--- config.mk ---
export PLATFORM = sky130hd
export DESIGN_NAME = load_store_unit
export DESIGN_NICKNAME = d
export VERILOG_FILES = /design/src/rtl/load_store_unit.sv
export SDC_FILE = /design/constraint.sdc
export NUM_CORES = 1
export LEC_CHECK = 0
export ABC_AREA = 1
export CORE_UTILIZATION = 43
export DETAILED_ROUTE_END_ITERATION = 6
export GPL_TIMING_DRIVEN = 0
export PLACE_DENSITY = 0.8
export SKIP_LAST_GASP = 1
export SYNTH_ARGS = -nofsm -noshare
export SYNTH_HDL_FRONTEND = slang
export SYNTH_SLANG_ARGS = --single-unit
--- constraint.sdc ---
create_clock -name clk -period 2 [get_ports clk]
set_input_delay 0.4 -clock clk [delete_from_list [all_inputs] [get_ports clk]]
set_output_delay 0.4 -clock clk [all_outputs]
set_load 0.01 [all_outputs]
--- src/rtl/load_store_unit.sv ---
// load_store_unit
//   Converts core load/store requests (byte, half, word; signed or unsigned)
//   into word-wide cycles on a single-port data memory with combinational
//   read and posedge write. Sub-word stores use read-modify-write.
//
//   Build option: LSU_ALIGN_CHECK_EN
//     defined   - misaligned half/word and size=11 accesses raise resp_err
//     undefined - low address bits are masked to natural alignment, size=11
//                 acts as word, and only the out-of-range check raises resp_err
//
//   Ports
//     clk, reset                  clock, synchronous active-high reset
//     req_valid/req_ready         request handshake
//     req_write, req_size,
//     req_signed, req_addr,
//     req_wdata                   request payload (byte address, right-aligned data)
//     resp_valid/resp_ready       response handshake
//     resp_rdata, resp_err        load result (zero for stores), error flag
//     mem_address, mem_write_data,
//     mem_write, mem_read,
//     mem_read_data               data-memory side

module load_store_unit #(
   parameter int DATA_WIDTH   = 32,
   parameter int MEMORY_DEPTH = 1024,
   parameter int ADDR_WIDTH   = 10
) (
   input  logic                  clk,
   input  logic                  reset,
   input  logic                  req_valid,
   output logic                  req_ready,
   input  logic                  req_write,
   input  logic [1:0]            req_size,
   input  logic                  req_signed,
   input  logic [31:0]           req_addr,
   input  logic [DATA_WIDTH-1:0] req_wdata,
   output logic                  resp_valid,
   input  logic                  resp_ready,
   output logic [DATA_WIDTH-1:0] resp_rdata,
   output logic                  resp_err,
   output logic [ADDR_WIDTH-1:0] mem_address,
   output logic [DATA_WIDTH-1:0] mem_write_data,
   output logic                  mem_write,
   output logic                  mem_read,
   input  logic [DATA_WIDTH-1:0] mem_read_data
);

   typedef enum logic [1:0] {
      IDLE = 2'd0,
      RD   = 2'd1,
      WR   = 2'd2,
      RESP = 2'd3
   } stateType;

   stateType state, nextState;

   // Latched request
   logic                  writeQ;
   logic [1:0]            sizeQ;
   logic                  signedQ;
   logic [1:0]            lowQ;
   logic [DATA_WIDTH-1:0] wdataQ;
   logic [ADDR_WIDTH-1:0] memAddrQ;
   logic [DATA_WIDTH-1:0] capturedQ;
   logic [DATA_WIDTH-1:0] respRdataQ;
   logic                  respErrQ;

   // Request decode
   logic [1:0]            sizeEff;
   logic [1:0]            lowEff;
   logic                  alignErr;
   logic                  rangeErr;
   logic                  accessErr;

   logic [7:0]            byteLane;
   logic [15:0]           halfLane;
   logic [DATA_WIDTH-1:0] loadData;
   logic [DATA_WIDTH-1:0] mergeData;

   always_comb begin
      sizeEff  = req_size;
      lowEff   = req_addr[1:0];
      alignErr = 1'b0;
`ifdef LSU_ALIGN_CHECK_EN
      case (req_size)
         2'b01:   alignErr = req_addr[0];
         2'b10:   alignErr = |req_addr[1:0];
         2'b11:   alignErr = 1'b1;
         default: alignErr = 1'b0;
      endcase
`else
      if (req_size == 2'b11) begin
         sizeEff = 2'b10;
      end
      case (sizeEff)
         2'b01:   lowEff[0] = 1'b0;
         2'b10:   lowEff    = '0;
         default: ;
      endcase
`endif
      rangeErr  = 32'(req_addr[31:2]) >= 32'(MEMORY_DEPTH);
      accessErr = alignErr | rangeErr;
   end

   // Load lane extraction and extension from the live read data
   always_comb begin
      byteLane = mem_read_data[{lowQ, 3'b000} +: 8];
      halfLane = mem_read_data[{lowQ[1], 4'b0000} +: 16];
      case (sizeQ)
         2'b00:   loadData = signedQ ? {{(DATA_WIDTH-8){byteLane[7]}}, byteLane}
                                     : {{(DATA_WIDTH-8){1'b0}}, byteLane};
         2'b01:   loadData = signedQ ? {{(DATA_WIDTH-16){halfLane[15]}}, halfLane}
                                     : {{(DATA_WIDTH-16){1'b0}}, halfLane};
         default: loadData = mem_read_data;
      endcase
   end

   // Store word: full word replaces, sub-word patches the captured word
   always_comb begin
      mergeData = capturedQ;
      case (sizeQ)
         2'b00:   mergeData[{lowQ, 3'b000} +: 8]     = wdataQ[7:0];
         2'b01:   mergeData[{lowQ[1], 4'b0000} +: 16] = wdataQ[15:0];
         default: mergeData = wdataQ;
      endcase
   end

   // State register
   always_ff @(posedge clk) begin
      if (reset) begin
         state <= IDLE;
      end else begin
         state <= nextState;
      end
   end

   // Next-state logic
   always_comb begin
      nextState = state;
      case (state)
         IDLE: begin
            if (req_valid) begin
               if (accessErr) begin
                  nextState = RESP;
               end else if (req_write && (sizeEff == 2'b10)) begin
                  nextState = WR;
               end else begin
                  nextState = RD;
               end
            end
         end
         RD:      nextState = writeQ ? WR : RESP;
         WR:      nextState = RESP;
         RESP:    nextState = resp_ready ? IDLE : RESP;
         default: nextState = IDLE;
      endcase
   end

   // Output logic
   always_comb begin
      req_ready      = 1'b0;
      resp_valid     = 1'b0;
      mem_read       = 1'b0;
      mem_write      = 1'b0;
      mem_write_data = '0;
      case (state)
         IDLE: req_ready = 1'b1;
         RD:   mem_read  = 1'b1;
         WR: begin
            mem_write      = 1'b1;
            mem_write_data = mergeData;
         end
         RESP:    resp_valid = 1'b1;
         default: ;
      endcase
   end

   // Request latch, read capture and response registers
   always_ff @(posedge clk) begin
      if (reset) begin
         writeQ     <= 1'b0;
         sizeQ      <= '0;
         signedQ    <= 1'b0;
         lowQ       <= '0;
         wdataQ     <= '0;
         memAddrQ   <= '0;
         capturedQ  <= '0;
         respRdataQ <= '0;
         respErrQ   <= 1'b0;
      end else begin
         case (state)
            IDLE: begin
               if (req_valid) begin
                  writeQ     <= req_write;
                  sizeQ      <= sizeEff;
                  signedQ    <= req_signed;
                  lowQ       <= lowEff;
                  wdataQ     <= req_wdata;
                  memAddrQ   <= req_addr[ADDR_WIDTH+1:2];
                  respRdataQ <= '0;
                  respErrQ   <= accessErr;
               end
            end
            RD: begin
               capturedQ <= mem_read_data;
               if (!writeQ) begin
                  respRdataQ <= loadData;
               end
            end
            default: ;
         endcase
      end
   end

   assign mem_address = memAddrQ;
   assign resp_rdata  = respRdataQ;
   assign resp_err    = respErrQ;

endmodule

==> metrics.cfg, run 1 <==
[run_status]
status=finished, violations left
violations=negative setup slack

[cts]
cts_buffers=17
cts_root_buffer=clkbuf_16
clock_path_buffers=2
cts_tree=built
clk_pin_slew_worst_paths_ns=0.05
clk_latency_ns=0.43
htree_levels=4
cts_sinks=115

[sta]
slew_viol_final=0
finClkSkew_ns=0.007260
finalSetupTns_ns=-17.07
min_period_ns=2.656
fmax_mhz=376.5
min_period_over_period=1.328
setup_ws_ns=-0.6563
tightest_slew_ns=0.6395
relSlewSlack=0.5737
rsz0062_at_grt=true
fin_hold_ws_ns=0.4101
setup_viol=32
hold_viol=0

[logic_synthesis]
yosysUniqueCellTypes=34
ys_warn_count=0
syn_area_per_cell_sq_um=6.647
synth_cells=906
syn-num-nets=1015
postSynthRegisterBits=115
syn_area_sq_um=6022
seq_area_frac_synth=0.3823

[power]
ir_drop_uv=692.6
finalPower_mw=7.416
power_leakage_nw=3.527
power.density_nw_per_um2=809.9

[detailed_routing]
dr.pass1.iters=7
drt.antenna.violating_nets=0
vias=7299
remaining_drc_errors=0
wl_um=22870
wl_per_cell_um=17.51
viasPerCell=5.589
drt_iter0_drc=845

[place]
port-buffer-count=181
dp_slack_ns=-0.8491
hpwl_um=16560
gp_congestion=0.9327
placed_area_sq_um=8273
dpl.cell_count=1263

[floorplanning]
io_pins=183
die_height_um=120.3
core_area_sq_um=13450
initial_core_util=0.4476
dieArea_sq_um=14480
die_w_um=120.3
placementRows=42

[cells_and_area]
layout.cells.non_filler=1306
final_core_util=0.6807
fillCellCount=1181
drive_above_1_share=0.2027
num_antenna_cells=0
final_cell_area_sq_um=9158
final_common_cell=nand2_1
nets=1227
mostFrequentLayoutCells=184 x nand2_1, 146 x clkdlybuf4s50_1, 122 x nor2_1
area_delta_synth_final_pct=52.07

[grt]
grt_start_max_net_pins=20
antenna_found_initial=0
grtUsageTotal=0.3140
grt-ovfl-total=0
grt_pass1_wl_um=34780
grt_pass1_vias=6832

[worst_setup_path]
cpPeakStageDelay_ns=0.33
worstPathMaxFanout=8
start_kind=flop
worstPathCellList=buf_6 -> inv_8 -> clkbuf_16 -> ha_4 -> inv_4 -> nor2_4 -> nand3_4 -> o22ai_1 -> nand2_1 -> a21oi_2 -> buf_2
crit_type=flop to output pin
critical_path_arrival_ns=2.26
cp_slowest_cell=dfxtp_2
end_kind=output pin
required_ns=1.60
reg2reg_setup_slack_ns=0.22

[min_path]
hp-class=primary input to flop

[job]
max_cap_violations=0

==> flip-flops by register name (all words and copies together) (netlist names) <==
signal	flops
writeQ	1
wdataQ	32
resp_err	1
lowQ	2
sizeQ	2
capturedQ	32
state	2
resp_rdata	32
mem_address	10
signedQ	1
==> routing by layer <==
metal  vias up  wire, um  global-route usage
met5         -         0                   0
met3        72      2320             0.07925
li1       3435         -                   -
met1      3345      9158              0.3961
met2       447     10690              0.5133
met4         0       698              0.1211
==> layout make-up <==
class                           count  area, sq um  share of cell area
Timing Repair Buffer              198         1790              0.1955
Buffer                             56        332.8             0.03634
Sequential cell                   115         2308              0.2521
Multi-Input combinational cell    664         3707              0.4048
Tap cell                          176        220.2             0.02405
Clock buffer                       27        513.0             0.05602
Inverter                           66        262.8             0.02869
Clock inverter                      4        22.52            0.002459
==> report_power, final <==
part           leakage (nW)  total [mW]  switching (mW)  internal [mW]
clock network         0.263        2.79            1.06           1.73
registers             0.944        2.66           0.149           2.51
logic                  2.32        1.97            1.15          0.819
==> worst paths after layout <==
check / end / cells past startpoint / from
max reg2reg: resp_rdata[27] / 13 / lowQ[1]
max: mem_write_data[23] / 11 / lowQ[1]
min reg2reg: resp_rdata[1] / 2 / resp_rdata[1]
min: resp_rdata[1] / 2 / reset
==> timing repair <==
item                                    4_1_cts  5_1_grt
hold buffers                                  0        0
pin swaps                                    20       19
endpoints found under the setup margin       34       34
resized for setup                           192       34
buffers inserted                             14        3
==> logic make-up after synthesis <==
group | Yosys count | share of synthesized area
buffers and inverters | 127 | 0.09059
adder cells (fa/ha/maj) | 5 | 0.01039
AO/OA/AOI/OAI | 290 | 0.2585
AND/OR/NAND/NOR | 369 | 0.2583
flip-flops | 115 | 0.3823
==> synthesized netlist by cell type (all sizes together) <==
library cell	n	area, sq um
nor3b	1	7.510
o211ai	6	45.04
o31ai	1	7.510
o22ai	24	150.1
ha	5	62.56
nand3	28	152.7
clkbuf	30	112.6
nor3	8	40.04
a21oi	115	583.1
nor2	131	548.0
o21a	1	7.510
a22oi	6	45.04
nand4	1	6.260
or2	3	18.77
dfxtp	115	2302
a211oi	8	60.06
a31oi	10	62.56
buf	31	180.2
nor4	2	12.51
o21ai	119	595.6
nand2	195	769.5
inv	66	252.7
==> critical path: cells and delay by family, from the launching register on <==
kind	cells	cell delay, ns
AOI/OAI and AO/OA	2	0.31
adders and majority gates	1	0.30
buffers and inverters	5	0.45
DFF	1	0.33
and+or+nand+nor	3	0.43
(Power assumes the default switching activity.)
==> inputs of run 2 (changes only) <==
--- a/config.mk
+++ b/config.mk
@@ -6,6 +6,7 @@
 export NUM_CORES = 1
 export LEC_CHECK = 0
 export ABC_AREA = 1
+export CORE_ASPECT_RATIO = 1.4
 export CORE_UTILIZATION = 43
 export DETAILED_ROUTE_END_ITERATION = 6
 export GPL_TIMING_DRIVEN = 0
==> run 2 against run 1 <==
  * The flow still finishes with violations (negative setup slack)
  * Non-clock buffer count down 6
  * Sequential share of layout area rose by 0.21 points
  * Core utilization fell by 0.73 points
  * Critical endpoint is now mem_write_data[22]
  * Largest cell class unchanged
==> metrics.cfg, run 2 (synthesized netlist as in run 1, its figures left out) <==
[grt]
grt-ovfl-total=0
antenna_found_initial=0
grt_pass1_vias=6912
grtUsageTotal=0.3259
grt_pass1_wl_um=35720
grt_start_max_net_pins=20

[cts]
clock_path_buffers=2
cts_sinks=115
cts_tree=built
clk_pin_slew_worst_paths_ns=0.06
clk_latency_ns=0.42
cts_buffers=17
htree_levels=4
cts_root_buffer=clkbuf_16

[place]
dpl.cell_count=1269
dp_slack_ns=-0.9146
placed_area_sq_um=8280
port-buffer-count=181
gp_congestion=0.9716
hpwl_um=17360

[sta]
rsz0062_at_grt=true
setup_ws_ns=-0.6697
setup_viol=32
finalSetupTns_ns=-17.63
min_period_over_period=1.335
fin_hold_ws_ns=0.3846
slew_viol_final=0
hold_viol=0
relSlewSlack=0.6007
fmax_mhz=374.6
min_period_ns=2.670
tightest_slew_ns=0.5989
finClkSkew_ns=0.007476

[detailed_routing]
remaining_drc_errors=0
wl_um=23260
viasPerCell=5.520
drt_iter0_drc=493
drt.antenna.violating_nets=0
vias=7214
wl_per_cell_um=17.80
dr.pass1.iters=5

[cells_and_area]
area_delta_synth_final_pct=51.11
nets=1221
mostFrequentLayoutCells=184 x nand2_1, 146 x clkdlybuf4s50_1, 123 x nor2_1
final_core_util=0.6734
drive_above_1_share=0.1920
num_antenna_cells=0
final_cell_area_sq_um=9100
layout.cells.non_filler=1307
final_common_cell=nand2_1

[worst_setup_path]
cp_slowest_cell=dfxtp_4
crit_type=flop to output pin
r2r-end=resp_rdata[11]
end_kind=output pin
start_kind=flop
path_buf_inv=5
critical_path_arrival_ns=2.27
r2r_start=lowQ[1]
r2r_cells=8
worstPathMaxFanout=8
critical-path-top-delay-family=buffers and inverters
required_ns=1.60
cpPeakStageDelay_ns=0.36
worstPathCellList=buf_8 -> inv_8 -> clkbuf_16 -> ha_4 -> inv_4 -> nor2_4 -> nand3_4 -> o22ai_2 -> nand2_1 -> a21oi_2 -> buf_2
reg2reg_setup_slack_ns=0.25

[run_status]
status=finished, violations left
violations=negative setup slack

[floorplanning]
io_pins=183
dieArea_sq_um=14490
die_w_um=102.0
die_height_um=142.0
core_area_sq_um=13510
initial_core_util=0.4456
placementRows=50

[min_path]
worstHoldStart=reset
worstHoldPathCells=2
hold_end=sizeQ[0]
hp-class=primary input to flop

[power]
power_leakage_nw=3.511
power.density_nw_per_um2=833.8
finalPower_mw=7.588
ir_drop_uv=571.5

[job]
max_cap_violations=0

run 2: worst max path at each step:
| stage | start | endpoint | slack, ns | cells after the start |
|---|---|---|---|---|
| floorplan | lowQ[1] | mem_write_data[16] | -0.09 | 11 |
| global placement | lowQ[0] | mem_write_data[28] | -0.92 | 9 |
| detailed placement | lowQ[0] | mem_write_data[27] | -0.91 | 9 |
| CTS | lowQ[1] | mem_write_data[22] | -0.61 | 11 |
| global route | lowQ[1] | mem_write_data[22] | -0.73 | 11 |
| finish | lowQ[1] | mem_write_data[22] | -0.67 | 11 |
run 2: layer usage:
metal / vias to the layer above / global-route usage / share of wire
met4: 0 / 0.2038 / 0.060
li1: 3433 / - / -
met5: - / 0 / 0
met1: 3304 / 0.3633 / 0.37
met2: 377 / 0.5542 / 0.50
met3: 100 / 0.07171 / 0.072
run 2: power by group:
| group | switching, mW | leakage (nW) | internal [mW] | total (mW) |
|---|---|---|---|---|
| Clock | 1.15 | 0.283 | 1.86 | 3.01 |
| Combinational | 1.12 | 2.28 | 0.798 | 1.92 |
| Sequential | 0.153 | 0.945 | 2.50 | 2.66 |
run 2: cell type report:
type	count	area (sq um)
timing repair buffer	192	1742
clock inverter	13	135.1
fill	1173	4413
multi-input combinational	664	3621
clock buffer	19	442.9
sequential	115	2313
tap	182	227.7
buffer	56	351.6
inverter	66	266.5
run 2: what timing repair did:
item / CTS / global route
setup endpoints to repair: 36 / 34
pin swaps: 18 / 14
hold endpoints to repair: 0 / 0
setup buffers: 11 / 0
resized for setup: 198 / 12
hold buffers: 0 / 0
==> inputs of run 3 (changes only) <==
--- a/config.mk
+++ b/config.mk
@@ -12,6 +12,7 @@
 export GPL_TIMING_DRIVEN = 0
 export PLACE_DENSITY = 0.8
 export SKIP_LAST_GASP = 1
+export SLEW_MARGIN = 20
 export SYNTH_ARGS = -nofsm -noshare
 export SYNTH_HDL_FRONTEND = slang
 export SYNTH_SLANG_ARGS = --single-unit
==> results of run 3 <==
No change in the layout: final DEF, timing and power equal those of run 2.
